===== src/rtl/rv32_mem_pkg.sv =====
// Shared encodings for the rv32 memory stage: branch ops, access widths, request FSM states.
// Optional feature macro used by this slice: RV32_MEM_MISALIGNED_TRAP_EN.
package rv32_mem_pkg;

    localparam logic [1:0] RV32_BRANCH_OP_NEVER    = 2'd0;
    localparam logic [1:0] RV32_BRANCH_OP_ZERO     = 2'd1;
    localparam logic [1:0] RV32_BRANCH_OP_NON_ZERO = 2'd2;
    localparam logic [1:0] RV32_BRANCH_OP_ALWAYS   = 2'd3;

    localparam logic [1:0] RV32_MEM_WIDTH_BYTE = 2'd0;
    localparam logic [1:0] RV32_MEM_WIDTH_HALF = 2'd1;
    localparam logic [1:0] RV32_MEM_WIDTH_WORD = 2'd2;

    typedef enum logic [1:0] {
        MEM_IDLE = 2'd0,
        MEM_BUSY = 2'd1,
        MEM_DONE = 2'd2
    } mem_state_t;

    // Byte offset within the word after dropping address bits finer than the access size.
    function automatic logic [1:0] align_offset(input logic [1:0] width, input logic [1:0] addr_lo);
        case (width)
            RV32_MEM_WIDTH_BYTE: align_offset = addr_lo;
            RV32_MEM_WIDTH_HALF: align_offset = {addr_lo[1], 1'b0};
            default:             align_offset = 2'b00;
        endcase
    endfunction

endpackage


===== src/rtl/rv32_mem_align.sv =====
// Combinational byte-lane logic: store mask/replication and load extract/extend.
// Misaligned accesses are aligned down to the access size.
module rv32_mem_align
    import rv32_mem_pkg::*;
(
    input  logic [1:0]  width,
    input  logic        zero_extend,
    input  logic [1:0]  addr_lo,
    input  logic [31:0] store_value,
    input  logic [31:0] load_raw,
    output logic [3:0]  write_mask,
    output logic [31:0] write_value,
    output logic [31:0] load_value
);

    logic [1:0]  offset;
    logic [31:0] shifted;

    assign offset  = align_offset(width, addr_lo);
    assign shifted = load_raw >> {offset, 3'b000};

    always_comb begin
        write_mask = 4'b1111;
        case (width)
            RV32_MEM_WIDTH_BYTE: write_mask = 4'b0001 << offset;
            RV32_MEM_WIDTH_HALF: write_mask = 4'b0011 << offset;
            default:             write_mask = 4'b1111;
        endcase
    end

    genvar gi;
    generate
        for (gi = 0; gi < 4; gi++) begin : g_lane
            assign write_value[gi*8 +: 8] =
                (width == RV32_MEM_WIDTH_BYTE) ? store_value[7:0] :
                (width == RV32_MEM_WIDTH_HALF) ? store_value[(gi % 2)*8 +: 8] :
                                                 store_value[gi*8 +: 8];
        end
    endgenerate

    always_comb begin
        load_value = load_raw;
        case (width)
            RV32_MEM_WIDTH_BYTE: load_value = zero_extend ? {24'b0, shifted[7:0]}
                                                          : {{24{shifted[7]}}, shifted[7:0]};
            RV32_MEM_WIDTH_HALF: load_value = zero_extend ? {16'b0, shifted[15:0]}
                                                          : {{16{shifted[15]}}, shifted[15:0]};
            default:             load_value = load_raw;
        endcase
    end

endmodule


===== src/rtl/rv32_mem.sv =====
// rv32 memory/branch-resolution stage: data bus requests, load extend, branch redirect.
// Optional RV32_MEM_MISALIGNED_TRAP_EN adds misaligned_out and suppresses misaligned requests.
module rv32_mem
    import rv32_mem_pkg::*;
(
    input  logic        clk,
    input  logic        reset,
    input  logic        stall_in,
    input  logic        flush_in,
    input  logic        branch_predicted_taken_in,
    input  logic        valid_in,
    input  logic        mem_read_in,
    input  logic        mem_write_in,
    input  logic        mem_zero_extend_in,
    input  logic        mem_fence_in,
    input  logic        rd_write_in,
    input  logic [1:0]  mem_width_in,
    input  logic [1:0]  branch_op_in,
    input  logic [4:0]  rd_in,
    input  logic [31:0] result_in,
    input  logic [31:0] rs2_value_in,
    input  logic [31:0] branch_pc_in,
    output logic [31:0] data_address_out,
    output logic        data_read_out,
    output logic        data_write_out,
    output logic [3:0]  data_write_mask_out,
    output logic [31:0] data_write_value_out,
    input  logic [31:0] data_read_value_in,
    input  logic        data_ready_in,
    output logic        mem_stall_out,
    output logic        branch_mispredicted_out,
    output logic [31:0] branch_pc_out,
    output logic        fence_out,
`ifdef RV32_MEM_MISALIGNED_TRAP_EN
    output logic        misaligned_out,
`endif
    output logic        valid_out,
    output logic        rd_write_out,
    output logic [4:0]  rd_out,
    output logic [31:0] rd_value_out
);

    mem_state_t  state_reg, state_next;
    logic        op_read_reg, op_write_reg, killed_reg;
    logic [31:0] load_data_reg;

    logic        live, mem_op, misaligned, request;
    logic        strobe_read, strobe_write, busy;
    logic        taken, wb_valid;
    logic [3:0]  mask;
    logic [31:0] load_raw, load_value, rd_value;

    assign live   = valid_in & ~flush_in;
    assign mem_op = mem_read_in | mem_write_in;

`ifdef RV32_MEM_MISALIGNED_TRAP_EN
    assign misaligned = live & mem_op & (state_reg == MEM_IDLE) &
                        (((mem_width_in == RV32_MEM_WIDTH_HALF) & result_in[0]) |
                         ((mem_width_in == RV32_MEM_WIDTH_WORD) & (result_in[1:0] != 2'b00)));
    assign misaligned_out = misaligned & ~stall_in;
`else
    assign misaligned = 1'b0;
`endif

    // Reset gates the strobes so an outstanding transaction drops in the reset cycle itself.
    assign request      = ~reset & live & mem_op & (state_reg == MEM_IDLE) & ~misaligned;
    assign busy         = ~reset & (state_reg == MEM_BUSY);
    assign strobe_read  = request ? mem_read_in  : (busy & op_read_reg);
    assign strobe_write = request ? mem_write_in : (busy & op_write_reg);

    assign data_address_out    = {result_in[31:2], 2'b00};
    assign data_read_out       = strobe_read;
    assign data_write_out      = strobe_write;
    assign data_write_mask_out = strobe_write ? mask : 4'b0000;
    assign mem_stall_out       = (strobe_read | strobe_write) & ~data_ready_in;

    assign load_raw = (state_reg == MEM_DONE) ? load_data_reg : data_read_value_in;

    rv32_mem_align u_align (
        .width       (mem_width_in),
        .zero_extend (mem_zero_extend_in),
        .addr_lo     (result_in[1:0]),
        .store_value (rs2_value_in),
        .load_raw    (load_raw),
        .write_mask  (mask),
        .write_value (data_write_value_out),
        .load_value  (load_value)
    );

    // A completion while stalled parks in DONE so the request is not issued again.
    always_comb begin
        state_next = state_reg;
        case (state_reg)
            MEM_IDLE: if (request) begin
                if (!data_ready_in)  state_next = MEM_BUSY;
                else if (stall_in)   state_next = MEM_DONE;
            end
            MEM_BUSY: if (data_ready_in) state_next = stall_in ? MEM_DONE : MEM_IDLE;
            MEM_DONE: if (!stall_in)     state_next = MEM_IDLE;
            default:  state_next = MEM_IDLE;
        endcase
    end

    always_ff @(posedge clk) begin
        if (reset) begin
            state_reg     <= MEM_IDLE;
            op_read_reg   <= 1'b0;
            op_write_reg  <= 1'b0;
            killed_reg    <= 1'b0;
            load_data_reg <= 32'b0;
        end else begin
            state_reg <= state_next;
            if (request) begin
                op_read_reg  <= mem_read_in;
                op_write_reg <= mem_write_in;
            end
            if (state_next == MEM_IDLE)
                killed_reg <= 1'b0;
            else if (flush_in && state_reg != MEM_IDLE)
                killed_reg <= 1'b1;
            if (strobe_read && data_ready_in)
                load_data_reg <= data_read_value_in;
        end
    end

    always_comb begin
        taken = 1'b0;
        case (branch_op_in)
            RV32_BRANCH_OP_ALWAYS:   taken = 1'b1;
            RV32_BRANCH_OP_ZERO:     taken = (result_in == 32'b0);
            RV32_BRANCH_OP_NON_ZERO: taken = (result_in != 32'b0);
            default:                 taken = 1'b0;
        endcase
    end

    assign branch_mispredicted_out = live & (taken != branch_predicted_taken_in) & ~mem_stall_out;
    assign branch_pc_out           = branch_pc_in;
    assign fence_out               = live & mem_fence_in & ~stall_in;

    assign rd_value = mem_read_in ? load_value : result_in;
    assign wb_valid = live & ~killed_reg & ~misaligned;

    always_ff @(posedge clk) begin
        if (reset) begin
            valid_out    <= 1'b0;
            rd_write_out <= 1'b0;
            rd_out       <= 5'b0;
            rd_value_out <= 32'b0;
        end else if (mem_stall_out || flush_in) begin
            valid_out    <= 1'b0;
            rd_write_out <= 1'b0;
        end else if (!stall_in) begin
            valid_out    <= wb_valid;
            rd_write_out <= wb_valid & rd_write_in;
            rd_out       <= rd_in;
            rd_value_out <= rd_value;
        end
    end

endmodule


===== config.mk =====
export PLATFORM = sky130hd
export DESIGN_NAME = rv32_mem
export DESIGN_NICKNAME = d
export VERILOG_FILES = /design/src/rtl/rv32_mem_pkg.sv /design/src/rtl/rv32_mem_align.sv /design/src/rtl/rv32_mem.sv
export SDC_FILE = /design/constraint.sdc
export NUM_CORES = 1
export LEC_CHECK = 0
export CAP_MARGIN = 30
export CORE_MARGIN = 8
export CORE_UTILIZATION = 25
export CTS_BUF_LIST = sky130_fd_sc_hd__clkbuf_8
export DETAILED_ROUTE_END_ITERATION = 8
export DONT_BUFFER_PORTS = 1
export HOLD_SLACK_MARGIN = 0.08
export PLACE_DENSITY = 0.48
export SYNTH_ARGS = -nofsm -noshare
export SYNTH_HDL_FRONTEND = slang
export SYNTH_SLANG_ARGS = --single-unit

===== constraint.sdc =====
create_clock -name clk -period 2 [get_ports clk]
set_input_delay 0.3 -clock clk [delete_from_list [all_inputs] [get_ports clk]]
set_output_delay 0.3 -clock clk [all_outputs]
set_load 0.005 [all_outputs]

After elaboration in Yosys (flattened, before gate mapping) --
Cells that the tools add are included.
Word-level totals: register bits after elaboration 76, output and inout port bits 144, logic and storage cells 77
Operators by class: equal/unequal tests 7, shift-type cells 3, multiplexer cells 23, bitwise gates (word level) 23, reduce and logical (&&, ||, !) cells 12
Operators by type and width (number):
- 2-to-1 mux 32 bit | 4
- case mux 32 bit (2 select lines) | 1
- 2-to-1 mux 8 bit | 5
- zero test 32 bit | 1
- nonzero test 32 bit | 1
- right shift 32 x 5 -> 16 bit | 1
- bitwise AND 1 bit | 14
- 2-to-1 mux 2 bit | 6
- case mux 4 bit (2 select lines) | 1
- NOT 1 bit | 7
- == test 2 x 1 -> 1 bit (second input constant) | 3
- == test 2 bit (second input constant) | 3
- zero test 2 bit | 3
- case mux 2 bit (3 select lines) | 1
- 2-to-1 mux 4 bit | 1
- case mux 2 bit (2 select lines) | 1
- OR reduction 2 bit | 2
- left shift 1 x 2 -> 4 bit (first input constant) | 1
- left shift 2 x 2 -> 4 bit (first input constant) | 1
- case mux 1 bit (3 select lines) | 1
- logical AND 1 bit | 2
- 2-to-1 mux 1 bit | 2
- bitwise OR 1 bit | 2
- AND reduction 2 bit | 1
- other kinds (3) | 3

Depth between registers and ports, before layout --
Gate-level depths: netlist of the first run.
depth in word-level cells 11, mapped depth 10, mapped depth without buffers 6

Cells and area by module --
Synthesis of the first run repeated with hierarchy kept, for this count alone.
Unflattened totals: cell total of the unflattened synthesis 639, area total of the unflattened synthesis 5260.0 µm²
By module, submodules not included:
- rv32_mem | instances 1, cells an instance 472, area an instance 4117.7 µm², sequential area each 1521.5 µm²
- rv32_mem_align | instances 1, cells an instance 167, area an instance 1142.3 µm², sequential area each 0.0 µm²

Worst setup path before layout of the first run --
No wires, ideal clock.
kind input port to output port, from in flush_in, to out data_write_mask_out[2], data arrival time 1.569 ns, required time 1.700 ns, slack 0.131 ns, stages on the path 7, path buffers 2, path through buf_4 nand2b_1 buf_4 nor3b_1 a21oi_1 or3_1 a211oi_1
Between the ends: longest elaborated chain between the ends 7
RTL lines:
- start, declared | line rv32_mem.sv:9 | input logic flush_in,
- NOT 1 bit | line rv32_mem.sv:53 | assign live = valid_in & ~flush_in;
- bitwise AND 1 bit | line rv32_mem.sv:53
- bitwise AND 1 bit (3 in a row) | line rv32_mem.sv:66 | assign request = ~reset & live & mem_op & (state_reg == MEM_IDLE) & ~misaligned;
- 2-to-1 mux 1 bit | line rv32_mem.sv:69 | assign strobe_write = request ? mem_write_in : (busy & op_write_reg);
- 2-to-1 mux 4 bit | line rv32_mem.sv:74 | assign data_write_mask_out = strobe_write ? mask : 4'b0000;
- end, declared | line rv32_mem.sv:26 | output logic [3:0] data_write_mask_out,
No other way between the ends.

Worst setup path in the final report of the first run --
from reg state_reg[0], to out data_write_mask_out[2]
Between the ends: longest elaborated chain between the ends 5, elaborated cells between the ends (all ways) 7
RTL lines:
- start, declared | line rv32_mem.sv:43 | mem_state_t state_reg, state_next;
- start signal, assigned | line rv32_mem.sv:112 | state_reg <= state_next;
- == test 2 x 1 -> 1 bit | line rv32_mem.sv:67 | assign busy = ~reset & (state_reg == MEM_BUSY);
- bitwise AND 1 bit | line rv32_mem.sv:67
- bitwise AND 1 bit | line rv32_mem.sv:69
- 2-to-1 mux 1 bit * | line rv32_mem.sv:69
- 2-to-1 mux 4 bit * | line rv32_mem.sv:74
Every way passes the cells marked *; elsewhere a longest branch is shown, timed or not.

==> metrics.md, run 1 <==
| Metric | Value |
|---|---|
| Slew @ Worst Pin | `631.2 ps` |
| Clock power frac | `31.8%` |
| Die ar. | `24,950 um^2` |
| Num CTS Buffers | `9` |
| Req. time, crit path | `1700 ps` |
| Fin nets | `slightly below 800` |
| Setup slack after layout | `-126.1 ps` |
| Top-area cell type share of the netlist area | `30.20%` |
| Fmax | `470.3 MHz` |
| Max-cap violations | `0` |
| Mean Syn Cell Area | `8.008 um^2` |
| Largest net degree at the start of global routing | `73` |
| H-Tree Level Count | `3` |
| Flop pwr share | `47.3%` |
| Comb pwr share | `20.9%` |
| Via count | `about 4,500` |
| CP Capture Type | `output port` |
| GR Overflow Total | `0` |
| GPL Wtd Cong | `0.8321` |
| Total Power | `3419 uW` |
| Largest family of logic cells by synthesized area | `compound AO/OA/AOI/OAI gates` |
| Count leader, synth | `nand2_1` |
| Layout cells sized above 1 | `25.44%` |
| TritonCTS clock tree | `built` |
| # setup viols final | `19` |
| Max_slew headroom | `57.92%` |
| Pwr dens | `~560 nW/um^2` |
| Synth cell types | `55` |
| Syn. warnings | `0` |
| Clock Skews | `12.22 ps` |
| Minimum clock period after layout | `2126 ps` |
| Total inserted antenna cells | `0` |
| Leakage Power | `0.002294 uW` |
| Critical path launch point type | `register` |
| CP max FO | `8` |
| Die X | `about 160 um` |
| Synth Area in Compound Gates | `between 10% and 20%` |
| Status | `complete, but fails checks` |
| Area share of and/or/nand/nor cells after synthesis | `between 10% and 20%` |
| Final hold vios | `0` |
| Min-Delay Path Class | `in -> reg` |
| Clock slew at reported path FFs | `90 ps` |
| Final Instance Area | `6070 um^2` |
| Largest area contributor in the netlist | `dfxtp_1` |
| Total GRT Usage | `14.29%` |
| Area added between synthesis and finish | `20.49%` |
| Clk Tree Root Cell | `clkbuf_8` |
| Clock Path Buffers | `2` |
| # IOs | `about 290` |
| Vias in the first global route | `slightly above 4,000` |
| Hpwl dp | `14.39 mm` |
| Final Max Slew Viols | `0` |
| Antenna-violating nets left | `0` |
| Register area share after synthesis | `30.20%` |
| Clk Latency, worst-skew pair | `370 ps` |
| DRC | `0` |
| Placed cell areas | `4957 um^2` |
| Mapped Area | `between 5000 and 6000 um^2` |
| Initial drt markers | `397` |
| Port Buffers | `0` |
| Row count | `52` |
| Die height | `158.0 um` |
| Failing checks | `setup timing` |
| Max IR drop VDD | `0.2657 mV` |
| DR WL/cell | `22.11 um` |
| Net switching power | `around 1000 uW` |
| Synth area leaders | `dfxtp_1 (30%), buf_4 (12%), nand2_1 (9.4%), mux2i_1 (8.5%), a21oi_1 (6.3%)` |
| Most used DFF post-synth | `dfxtp_1` |
| Core area | `roughly 20,000 um^2` |
| Mux contribution to synthesized area | `13.54%` |
| Synth Area in XOR/XNOR | `0.1739%` |
| First-pass GRT wire length | `26.45 mm` |
| Unrepaired setup endpoints after global routing | `true` |
| Most common library cells after synthesis | `nand2_1 (126), buf_4 (83), dfxtp_1 (76)` |
| Adder-cell share of the synthesized area | `0%` |
| #FFs+latches synth | `76` |
| Ys async rst share | `0%` |
| CTS Sinks | `76` |
| Detailed Route WL | `a little under 20 mm` |
| Initial antenna violation count | `0` |
| Final period util | `106.3%` |
| Post-synth EDFFs | `0` |
| Synth Instances | `between 600 and 700` |
| Kind of critical path | `reg -> out` |
| Worst path arrival time | `1830 ps` |
| Internal power | `2385 uW` |
| Post-DR vias/cell | `5.021` |
| Initial cell density of the core | `25.22%` |
| Fraction of power spent switching nets | `30.22%` |
| Drt pass-1 iters | `5` |
layer usage:
layer | vias to the layer above | part of all wire, % | wire length (um) | track usage (%)
met4 | 0 | 1.7 | 330 | 4.086
met5 | - | 0 | 0 | 0
li1 | 2127 | - | - | -
met3 | 18 | 11 | 2226 | 7.071
met1 | 2146 | 42 | 8426 | 17.43
met2 | 223 | 45 | 8894 | 21.79
final timing paths:
path / startpoint / end / slack (ps) / depth (start not counted)
max: state_reg[0]$_SDFF_PP0_ / data_write_mask_out[2] / -130 / 7
min: data_read_value_in[31] / load_data_reg[31]$_SDFFE_PP0P_ / 60 / 2
max reg2reg: state_reg[0]$_SDFF_PP0_ / rd_value_out[24]$_SDFFE_PP0P_ / -60 / 8
min reg2reg: load_data_reg[21]$_SDFFE_PP0P_ / load_data_reg[21]$_SDFFE_PP0P_ / 460 / 2
stage by stage:
stage	hold slack (ps)	setup slack [ps]	utilization (%)	setup TNS, ps	cells
finish	56.27	-126.1	30.39	-862.9	899
global route	82.58	-203.1	30.39	-3532	899
CTS	-27.27	-121.4	27.00	-488.4	861
detailed placement	379.0	-166.1	24.82	-304.8	825
global placement	377.7	-134.7	24.82	-221.2	825
floorplan	378.2	130.8	-	0	630
cell usage in the layout, fill, tap and decap left out, drive strengths merged, types with 3 or more instances in the layout:
cell type and instances:
o22ai 10, a221oi 5, mux2 20, clkinv 4
nand3b 6, buf 52, dfxtp 76, dlygate4sd3 50
nor4 11, a22oi 3, clkbuf 10, a21oi 63
o221ai 14, nor3b 5, inv 5, o41ai 6
o21ai 23, a211oi 8, nand2b 3, nor3 14
nor2 41, nand2 126, mux2i 44
power by group through the flow:
stage	clock network [uW]	logic [uW]	registers (uW)
after detailed placement	0	521	1650
after global placement	0	520	1650
after CTS	1120	563	1620
after global routing	1190	765	1630
final	1090	715	1620
after floorplan	0	527	1630
layout make-up:
type	count	area (um^2)
clock buffers	10	137.6
clock inverters	5	30.03
fillers	2172	13900
inverters	5	18.77
multi-input cells	431	3009
flip-flops and latches	76	1523
well taps	270	337.8
repair buffers	102	1013
repair_timing:
item	CTS	global route
gates resized for setup	18	55
hold buffers	16	35
pin swaps	7	34
cloned	0	1
buffers inserted	5	3
endpoints found under the hold margin	68	56
endpoints found under the setup margin	12	37
cell families after synthesis:
family	after synthesis
multiplexers	64
AO/OA/AOI/OAI	143
AND/OR/NAND/NOR	220
other	1
flip-flops	76
XOR/XNOR	1
buffers and inverters	124
critical path, cell delays in order (launching register included):
cell and delay [ps]:
dfxtp_2 340, buf_12 130, nor3b_2 160, a21oi_2 50
or3_4 380, a211oi_2 170, buf_4 150, buf_6 90
Power figures use the tool's default switching activity.
==> run 2, diff against run 1 <==
Settings changed: GPL_TIMING_DRIVEN set to 0.
==> run 2 against run 1 <==
The flow still finishes with violations (setup timing). Sequential share of layout area is 1.8 points lower. Non-clock buffer count is 74 higher. Count of clock-buffer cells in the layout is 1 lower. Highest routed layer unchanged. Largest cell class unchanged. Worst hold slack better by 28 ps.
==> metrics.md, run 2 (synthesized netlist as in run 1, its figures left out) <==
| Metric | Value |
|---|---|
| DRT met1 WL | `roughly 9.4 mm` |
| DR WL/cell | `between 20 and 25 um` |
| Largest net degree at the start of global routing | `14` |
| Post-route insts no fill | `just under 1,000` |
| H-Tree Level Count | `3` |
| Critical path launch point type | `register` |
| Vias in the first global route | `4,906` |
| Most frequent cells in the layout | `nand2_1 (126), buf_4 (85), dfxtp_1 (75), a21oi_1 (60), dlygate4sd3_1 (49)` |
| Area added between synthesis and finish | `29.91%` |
| Kind of critical path | `reg -> reg` |
| Unrepaired setup endpoints after global routing | `true` |
| Final hold vios | `0` |
| CTS Sinks | `76` |
| WHS | `83.81 ps` |
| Slew @ Worst Pin | `980.2 ps` |
| Highest metal used | `met4` |
| Total GRT Usage | `16.69%` |
| TritonCTS clock tree | `built` |
| Leakage Power | `roughly 0.0025 uW` |
| Hpwl dp | `16.96 mm` |
| Max IR drop VDD | `0.2761 mV` |
| GPL Wtd Cong | `0.7999` |
| GR Overflow Total | `0` |
| Die ar. | `around 25,000 um^2` |
| Metal2 WL | `9.943 mm` |
| Pwr dens | `600.1 nW/um^2` |
| Status | `complete, but fails checks` |
| Port Buffers | `0` |
| Clk Tree Root Cell | `clkbuf_8` |
| CP max FO | `8` |
| Failing checks | `setup timing` |
| Final core utilization | `32.76%` |
| Detailed Route WL | `21.73 mm` |
| First-pass GRT wire length | `31.13 mm` |
| Drt pass-1 iters | `5` |
| Layout cells sized above 1 | `29.30%` |
| # IOs | `293` |
| Placed cell count | `900` |
| # setup viols final | `17` |
| Clock Skews | `between 10 and 15 ps` |
| Die X | `158.0 um` |
| Clk Latency, worst-skew pair | `380 ps` |
| Total inserted antenna cells | `0` |
| Fin nets | `847` |
| Final period util | `103.7%` |
| Met3 routed WL | `2.167 mm` |
| Core area | `~20,000 um^2` |
| Die height | `158.0 um` |
| Total Power | `3927 uW` |
| DRC | `0` |
| Min-Delay Path Class | `in -> reg` |
| Setup slack after layout | `-74.13 ps` |
| Clock slew at reported path FFs | `~80 ps` |
| Initial antenna violation count | `0` |
| Row count | `52` |
| CP Capture Type | `register` |
| Via count | `approximately 4,800` |
| Max_slew headroom | `34.65%` |
| Post-DR vias/cell | `4.902` |
| Worst slack, placed | `-415.9 ps` |
| Clock Path Buffers | `2` |
| Antenna-violating nets left | `0` |
| Initial cell density of the core | `25.22%` |
| Final Max Slew Viols | `0` |
| Initial drt markers | `roughly 290` |
| Worst path arrival time | `2340 ps` |
| Num CTS Buffers | `9` |
| Req. time, crit path | `2270 ps` |
| Max-cap violations | `0` |
| Minimum clock period after layout | `between 2000 and 2500 ps` |
| Fmax | `482.1 MHz` |
| Most common cell after layout, fill and taps aside | `nand2_1` |
run 2: per-layer routing:
layer | up-vias | GRT usage (%)
li1 | 2270 | -
met1 | 2289 | 21.31
met2 | 198 | 26.57
met3 | 13 | 5.542
met4 | 0 | 4.176
met5 | - | 0
run 2: through the flow:
step	TNS, ps	cell area (um^2)
2_1_floorplan	0	5041
3_3_place_gp	-11800	5379
3_5_place_dp	-12580	5379
4_1_cts	-2076	6301
5_1_grt	-3218	6544
6_report	-865.0	6544
run 2: power breakdown:
group / total (uW) / switching (uW) / leakage, uW / internal, uW
Clock: 1450 / 622 / 0.000115 / 824
Combinational: 864 / 458 / 0.00180 / 406
Sequential: 1620 / 48.5 / 0.000619 / 1570
Total: 3930 / 1130 / 0.00253 / 2800
run 2: worst max-delay path, stage by stage (launching register included):
cell and delay, ps:
dfxtp_2 340, buf_6 100, nand2b_4 200, mux2i_4 310
a22oi_2 150, a311o_4 470, clkbuf_16 190, o221ai_2 130
nand2_1 60
run 2: path summary, 6_finish.rpt:
path / cells past startpoint / end / startpoint / slack [ps]
setup / recovery: 8 / rd_value_out[24]$_SDFFE_PP0P_ / state_reg[0]$_SDFF_PP0_ / -70
hold / removal: 2 / rd_value_out[25]$_SDFFE_PP0P_ / result_in[25] / 80
setup reg to reg: 8 / rd_value_out[24]$_SDFFE_PP0P_ / state_reg[0]$_SDFF_PP0_ / -70
hold reg to reg: 2 / load_data_reg[19]$_SDFFE_PP0P_ / load_data_reg[19]$_SDFFE_PP0P_ / 450
run 2: cell type report:
cell class,instances,area (um^2)
repair buffers,58,583.1
clock inverters,7,115.1
well taps,270,337.8
multi-input cells,430,2989
clock buffers,9,123.9
plain buffers,118,853.3
fillers,2135,13430
inverters,5,18.77
flip-flops and latches,76,1523
run 2: timing repair:
item / 4_1_cts / 5_1_grt
hold buffers: 49 / 0
hold endpoints to repair: 50 / 0
setup endpoints to repair: 43 / 40
gates cloned: 0 / 2
buffers inserted: 2 / 4
gates resized for setup: 45 / 32
pin swaps: 11 / 30
==> run 3, diff against run 2 <==
Settings changed: CORE_ASPECT_RATIO set to 1.1.
==> run 3 against run 2 <==
Sequential power about the same. First-iteration DRC count increased by 6.8%. The flow still finishes with violations (setup timing). Register-to-register slack improved by 20 ps.
==> metrics.md, run 3 (synthesized netlist as in run 1, its figures left out) <==
| Metric | Value |
|---|---|
| Min-Delay Path Class | `in -> reg` |
| Initial cell density of the core | `25.45%` |
| Final period util | `102.5%` |
| Num CTS Buffers | `9` |
| Kind of critical path | `reg -> out` |
| Fmax | `487.9 MHz` |
| Req. time, crit path | `roughly 1700 ps` |
| H-Tree Level Count | `3` |
| Final core utilization | `between 30% and 40%` |
| # setup viols final | `4` |
| Most common cell after layout, fill and taps aside | `nand2_1` |
| Setup slack after layout | `-49.72 ps` |
| Max_slew headroom | `47.41%` |
| Drt pass-1 iters | `7` |
| Total Power | `3573 uW` |
| First-pass GRT wire length | `30.44 mm` |
| Antenna-violating nets left | `0` |
| Die X | `151.3 um` |
| Critical path launch point type | `register` |
| Clk Latency, worst-skew pair | `approximately 370 ps` |
| Initial drt markers | `312` |
| Post-route insts no fill | `959` |
| # IOs | `293` |
| TritonCTS clock tree | `built` |
| DR WL/cell | `22.48 um` |
| Clock slew at reported path FFs | `about 80 ps` |
| Die height | `164.9 um` |
| Via count | `4,797` |
| Max IR drop VDD | `0.3275 mV` |
| Core area | `~20,000 um^2` |
| Port Buffers | `0` |
| Clock Path Buffers | `2` |
| Layout cells sized above 1 | `31.40%` |
| Total GRT Usage | `16.34%` |
| Status | `complete, but fails checks` |
| Row count | `54` |
| CP max stage cell | `or3_4` |
| Slew @ Worst Pin | `between 700 and 800 ps` |
| Area added between synthesis and finish | `29.48%` |
| DRC | `0` |
| CP max FO | `5` |
| GR Overflow Total | `0` |
| Minimum clock period after layout | `roughly 2000 ps` |
| Fin nets | `around 850` |
| Die ar. | `24,950 um^2` |
| Unrepaired setup endpoints after global routing | `true` |
| Vias in the first global route | `4,734` |
| Placed cell count | `slightly below 900` |
| Critical Path Max Stage Delay | `around 400 ps` |
| Detailed Route WL | `roughly 22 mm` |
| Crit path cell chain | `buf_2, nor3b_2, a21oi_1, or3_4, a211oi_4` |
| Largest net degree at the start of global routing | `20` |
| Initial antenna violation count | `0` |
| Pwr dens | `between 500 and 600 nW/um^2` |
| GPL Wtd Cong | `0.8737` |
| CTS Sinks | `76` |
| Max-cap violations | `0` |
| Clock Skews | `7.707 ps` |
| Failing checks | `setup timing` |
| Final hold vios | `0` |
| CP Capture Type | `output port` |
| Most frequent cells in the layout | `nand2_1 (126), buf_4 (92), dfxtp_1 (75), a21oi_1 (57), dlygate4sd3_1 (49)` |
| WHS | `approximately 94 ps` |
| Leakage Power | `0.002546 uW` |
| Total inserted antenna cells | `0` |
| Post-DR vias/cell | `between 5 and 6` |
| Clk Tree Root Cell | `clkbuf_8` |
| Worst path arrival time | `1750 ps` |
| Final Max Slew Viols | `0` |
| Hpwl dp | `16.90 mm` |
-- run 3: cell count changes in the layout (fill, tap and decap cells not counted), sizes merged --
cell | before | now
clkbuf | 31 | 30
clkinvlp | 2 | 1
inv | 4 | 5
buf | 105 | 111
clkinv | 3 | 5
bufinv | 3 | 0
-- run 3: through the flow --
| stage | setup slack, ps | area, um^2 | TNS (ps) |
|---|---|---|---|
| final | -49.72 | 6523 | -116.4 |
| after global placement | -418.2 | 5356 | -13150 |
| after detailed placement | -388.6 | 5356 | -12580 |
| after floorplan | 130.8 | 5041 | 0 |
| after CTS | -60.95 | 6297 | -220.2 |
| after global routing | -93.50 | 6523 | -533.4 |
-- run 3: path summary, 6_finish.rpt --
kind                                  start                             end  slack [ps]  cells after the start
max                 state_reg[0]$_SDFF_PP0_          data_write_mask_out[2]         -50                      5
min                           result_in[18]   rd_value_out[18]$_SDFFE_PP0P_          90                      2
max reg2reg         state_reg[0]$_SDFF_PP0_    rd_value_out[3]$_SDFFE_PP0P_         -50                      7
min reg2reg  load_data_reg[18]$_SDFFE_PP0P_  load_data_reg[18]$_SDFFE_PP0P_         460                      2
-- run 3: cell type report --
| cell class | count | area [um^2] |
|---|---|---|
| multi-input cells | 430 | 3042 |
| fillers | 2095 | 13270 |
| well taps | 252 | 315.3 |
| repair buffers | 64 | 621.8 |
| plain buffers | 116 | 833.3 |
| clock inverters | 6 | 31.28 |
| inverters | 5 | 18.77 |
| flip-flops and latches | 76 | 1523 |
| clock buffers | 10 | 137.6 |
-- run 3: layer usage --
| layer | GRT usage (%) | share of wire [%] |
|---|---|---|
| met3 | 5.371 | 11 |
| met5 | 0 | 0 |
| met1 | 20.61 | 41 |
| met4 | 4.412 | 1.3 |
| met2 | 26.12 | 47 |
-- run 3: worst max-delay path, delay by kind of cell, from the launching register on --
| family | cells | cell delay (ps) |
|---|---|---|
| AND/OR/NAND/NOR | 2 | 580 |
| AO/OA/AOI/OAI | 2 | 320 |
| flip-flops | 1 | 330 |
| buffers and inverters | 1 | 150 |
-- run 3: repair_timing --
item	CTS	global route
cloned	2	0
pin swaps	26	20
hold buffers	49	0
setup buffers	5	7
endpoints found under the hold margin	50	0
gates resized for setup	55	37
endpoints found under the setup margin	40	56
-- run 3: power breakdown --
part	total [uW]	switching [uW]	internal [uW]
sequential	1620	49.3	1570
combinational	888	469	419
clock	1070	596	471
